**config.mk**
```make
export PLATFORM = sky130hd
export DESIGN_NAME = player_life_manager
export DESIGN_NICKNAME = d
export VERILOG_FILES = /design/src/rtl/player_life_manager.sv
export SDC_FILE = /design/constraint.sdc
export NUM_CORES = 1
export LEC_CHECK = 0
export ABC_AREA = 1
export CORE_MARGIN = 10
export CORE_UTILIZATION = 58
export CTS_CLUSTER_SIZE = 28
export DETAILED_ROUTE_END_ITERATION = 10
export PLACE_DENSITY_LB_ADDON = 0.15
export SLEW_MARGIN = 15
export SYNTH_ARGS = -nofsm -noshare
export SYNTH_HDL_FRONTEND = slang
export SYNTH_SLANG_ARGS = --single-unit
```
**constraint.sdc**
```tcl
create_clock -name clk -period 2.2 [get_ports clk]
set_clock_uncertainty 0.05 [all_clocks]
set_input_delay 0.44 -clock clk [delete_from_list [all_inputs] [get_ports clk]]
set_output_delay 0.44 -clock clk [all_outputs]
set_load 0.02 [all_outputs]
```
**src/rtl/player_life_manager.sv**
```systemverilog
// Player life state: counts down lives on accepted hits, sequences the death window,
// respawn with blinking invulnerability, and game over / restart.
module player_life_manager #(
    parameter int INIT_LIVES    = 3,
    parameter int LIVES_W       = 3,
    parameter int DEATH_FRAMES  = 30,
    parameter int INVULN_FRAMES = 60,
    parameter int BLINK_SHIFT   = 2
) (
    input  logic               clk,
    input  logic               reset,
    input  logic               startOfFrame,
    input  logic               hit_pulse,
    input  logic               restart,
    output logic [LIVES_W-1:0] lives,
    output logic               player_visible,
    output logic               invulnerable,
    output logic               dying,
    output logic               game_over,
    output logic               life_lost_pulse,
    output logic               respawn_pulse
);

    localparam int MAX_FRAMES = (DEATH_FRAMES > INVULN_FRAMES) ? DEATH_FRAMES : INVULN_FRAMES;
    localparam int CNT_W      = (MAX_FRAMES > 1) ? $clog2(MAX_FRAMES) : 1;

    localparam logic [CNT_W-1:0]   DEATH_LAST  = CNT_W'(DEATH_FRAMES - 1);
    localparam logic [CNT_W-1:0]   INVULN_LAST = CNT_W'(INVULN_FRAMES - 1);
    localparam logic [LIVES_W-1:0] LIVES_RESET = LIVES_W'(INIT_LIVES);

    typedef enum logic [1:0] {
        ALIVE,
        DYING,
        INVULN,
        GAME_OVER
    } state_t;

    state_t           state;
    logic [CNT_W-1:0] frame_cnt;
    logic [CNT_W-1:0] cnt_next;
    logic [CNT_W-1:0] blink_bits;
    logic             blink_on;

    // Shifting instead of indexing keeps the sprite solid when BLINK_SHIFT exceeds the counter width.
    always_comb begin
        cnt_next   = frame_cnt + 1'b1;
        blink_bits = cnt_next >> BLINK_SHIFT;
        blink_on   = ~blink_bits[0];
    end

    always_ff @(posedge clk or posedge reset) begin
        if (reset) begin
            state           <= ALIVE;
            lives           <= LIVES_RESET;
            frame_cnt       <= '0;
            player_visible  <= 1'b1;
            invulnerable    <= 1'b0;
            dying           <= 1'b0;
            game_over       <= 1'b0;
            life_lost_pulse <= 1'b0;
            respawn_pulse   <= 1'b0;
        end else begin
            life_lost_pulse <= 1'b0;
            respawn_pulse   <= 1'b0;

            unique case (state)
                ALIVE: begin
                    // A startOfFrame arriving with the hit is deliberately not counted.
                    if (hit_pulse) begin
                        state           <= DYING;
                        lives           <= lives - 1'b1;
                        life_lost_pulse <= 1'b1;
                        frame_cnt       <= '0;
                        player_visible  <= 1'b0;
                        dying           <= 1'b1;
                        invulnerable    <= 1'b1;
                    end
                end

                DYING: begin
                    if (startOfFrame) begin
                        if (frame_cnt == DEATH_LAST) begin
                            frame_cnt <= '0;
                            dying     <= 1'b0;
                            if (lives == '0) begin
                                state        <= GAME_OVER;
                                invulnerable <= 1'b0;
                                game_over    <= 1'b1;
                            end else begin
                                state          <= INVULN;
                                respawn_pulse  <= 1'b1;
                                player_visible <= 1'b1;
                            end
                        end else begin
                            frame_cnt <= cnt_next;
                        end
                    end
                end

                INVULN: begin
                    if (startOfFrame) begin
                        if (frame_cnt == INVULN_LAST) begin
                            state          <= ALIVE;
                            frame_cnt      <= '0;
                            invulnerable   <= 1'b0;
                            player_visible <= 1'b1;
                        end else begin
                            frame_cnt      <= cnt_next;
                            player_visible <= blink_on;
                        end
                    end
                end

                GAME_OVER: begin
                    if (restart) begin
                        state          <= ALIVE;
                        lives          <= LIVES_RESET;
                        frame_cnt      <= '0;
                        game_over      <= 1'b0;
                        invulnerable   <= 1'b0;
                        dying          <= 1'b0;
                        player_visible <= 1'b1;
                    end
                end

                default: begin
                    state <= ALIVE;
                end
            endcase
        end
    end

endmodule

```
==> results_dict.tcl <==
set metrics [dict create \
    syn_area_um2 1110 \
    routabilityCongestion 0.872 \
    grt_first_pass_wirelength_um 4070 \
    synth_area_per_cell_um2 7.85 \
    synth_cells 142 \
    min_period_over_period 0.876 \
    grt_start_max_net_pins 18 \
    min_to "invulnerable" \
    critPathArrivalTime_ps 1440 \
    via_per_inst 5.07 \
    cp-end-kind "output pin" \
    die_h_um 63.8 \
    ys_seq_area_frac 0.385 \
    internal_power_uw 903 \
    fin_crit_ps 1930 \
    fin_setup_tns_ps 0 \
    insertion_delay_ps 290 \
    io_buffers 13 \
    hp-class "register to register" \
    slowest_delay_ps 600 \
    ys.warnings.count 0 \
    totalWireLength_um 2290 \
    p_per_area_nw_per_um2 1330 \
    pwr-share-clk 0.099 \
    hold_buffers 0 \
    drcViolationCount 0 \
    hold_depth 2 \
    row_count 15 \
    dpl.hpwl_um 1860 \
    synth_edf_count 0 \
    cts_inserted_buffers 3 \
    ir_drop_mv 0.955 \
    combPwrFrac 0.616 \
    crit_required_ps 1710 \
    crit_fanout 2 \
    first_pass_iters 4 \
    drv_cap 0 \
    ys_ff_latch 17 \
    io_pins 14 \
    htree_levels 1 \
    grt_pass1_vias 957 \
    ys_async_sr_fraction 1.00 \
    grt.overflow.total 0 \
    antenna_found_initial 0 \
    hold_start "invulnerable" \
    seqPwrFrac 0.285 \
    switchingPower_uw 828 \
    die_width_um 63.8 \
    drtAntennaViolNets 0 \
    drive_above_1_share 0.145 \
    finalHoldViolCount 0 \
    rsz0062_at_grt "false" \
    cts_resized 0 \
    clockBufferDepth 2 \
    core_area_um2 1780 \
    crit_buf_inv 1 \
    start_util 0.625 \
    postCtsSetupBuffers 0 \
    cts_root_buffer "clkbuf_4" \
    critPathLaunchType "register" \
    grt_use_total 0.121 \
    switching_share 0.478 \
    synth_nets 156 \
    drv_slew 0 \
    timing.rr.end "invulnerable" \
    cp_slowest_cell "clkdlybuf4s50_1" \
    power_uw 1730 \
    diodes 0 \
    crit_cells 1 \
    synthFlopType "dfrtp_1" \
    timing.fmax_ghz 0.519 \
    setup_viol 0 \
    nets 174 \
    tightest_slew_ps 633 \
    vias 933 \
    clock_sinks 17 \
    path_cells "clkdlybuf4s50_1" \
    regToRegStartpoint "state[1]" \
    cts_tree "yes" \
    wire_per_inst_um 12.4 \
    ys_types 24 \
    syn_to_final_growth_pct 16.8 \
    clk_transition_reported_paths_ps 100 \
    reg2regPathDepth 8 \
    die-area_um2 4080 \
    r2r_slack_ps 530 \
    status "finished, final reports clean" \
    slew_headroom 0.578 \
    cp_top_family "buffers and inverters" \
    leakage_uw 0.000658 \
    crit_type "register to output pin" \
    drt_iter0_markers 15 \
]
## flip-flops by register name, indices dropped and copies added, names as in the netlist
| signal | flops |
|---|---|
| state | 2 |
| lives | 3 |
| respawn_pulse | 1 |
| game_over | 1 |
| dying | 1 |
| player_visible | 1 |
| invulnerable | 1 |
| frame_cnt | 6 |
| life_lost_pulse | 1 |
## final cells by class
cell class | instances | area [um2]
sequential | 17 | 429
clock buffer | 4 | 26.3
fill | 152 | 480
inverter | 24 | 90.1
multi-input combinational | 101 | 596
tap | 25 | 31.3
timing repair buffer | 13 | 130
## how the worst max path moves through the flow
stage,start,end
2_1_floorplan,state[0],invulnerable
3_3_place_gp,restart,invulnerable
3_5_place_dp,hit_pulse,invulnerable
4_1_cts,player_visible,player_visible
5_1_grt,lives[0],lives[0]
6_report,player_visible,player_visible
## worst reg2reg max path: stages, from the launching register on
cell,delay (ps)
dfrtp_1,400
inv_1,100
ha_1,310
o21bai_4,220
nand2_4,110
nor2_4,190
nand2_1,80
nand2_1,60
nand2_1,50
## power by group through the flow
stage	sequential (uW)	combinational, uW	clock, uW
global placement	495	1030	0
finish	493	1070	171
floorplan	577	685	0
global route	511	1200	190
detailed placement	502	1070	0
CTS	496	1080	171
## cell usage after synthesis (2+ instances only)
| cell type | number | area [um2] |
|---|---|---|
| inv_2 | 3 | 11.3 |
| inv_1 | 20 | 75.1 |
| nor2_1 | 9 | 33.8 |
| dfrtp_1 | 14 | 350 |
| dfstp_2 | 3 | 78.8 |
| a21oi_1 | 2 | 10.0 |
| xor2_1 | 2 | 17.5 |
| ha_1 | 9 | 113 |
| o21ai_0 | 4 | 20.0 |
| nand4_1 | 4 | 25.0 |
| nand3_1 | 13 | 65.1 |
| nand3_2 | 2 | 20.0 |
| nand2_2 | 5 | 31.3 |
| nor2_4 | 3 | 33.8 |
| nand2_1 | 40 | 150 |
## through the flow
step / worst slack, ps / hold WS (ps) / utilization / std cells / instance area, um2
after floorplan: 696 / 314 / - / 142 / 1110
after global placement: 389 / 407 / 0.716 / 180 / 1280
after detailed placement: 329 / 418 / 0.716 / 180 / 1280
after CTS: 268 / 439 / 0.731 / 184 / 1300
after global routing: 230 / 455 / 0.731 / 184 / 1300
final: 273 / 437 / 0.731 / 184 / 1300
## placed cells by master, fill, tap and decap left out, drive strengths merged, types with 2 or more instances in the layout
master / synthesis / routed
nand3: 15 / 15
nand2: 46 / 46
inv: 23 / 23
ha: 9 / 9
dfrtp: 14 / 14
nor2: 13 / 13
nand4: 4 / 4
clkbuf: 0 / 4
clkdlybuf4s50: 0 / 13
o21ai: 5 / 5
o21bai: 2 / 2
xor2: 2 / 2
a21oi: 3 / 3
dfstp: 3 / 3
## layer usage
layer / part of all wire / global-route usage / wire length [um] / vias up
met5: 0 / 0 / 0 / -
met4: 0.023 / 0.0492 / 53 / 0
met3: 0.045 / 0.0418 / 102 / 6
met2: 0.48 / 0.203 / 1090 / 17
met1: 0.46 / 0.136 / 1050 / 434
li1: - / - / - / 476
## logic make-up after synthesis
family                     synth area share
AOI/OAI and AO/OA                    0.0696
xor gates and xnor gates             0.0157
adders and majority gates             0.101
buffers and inverters                0.0808
DFF                                   0.385
and+or+nand+nor                       0.348
Power figures use the tool's default switching activity.
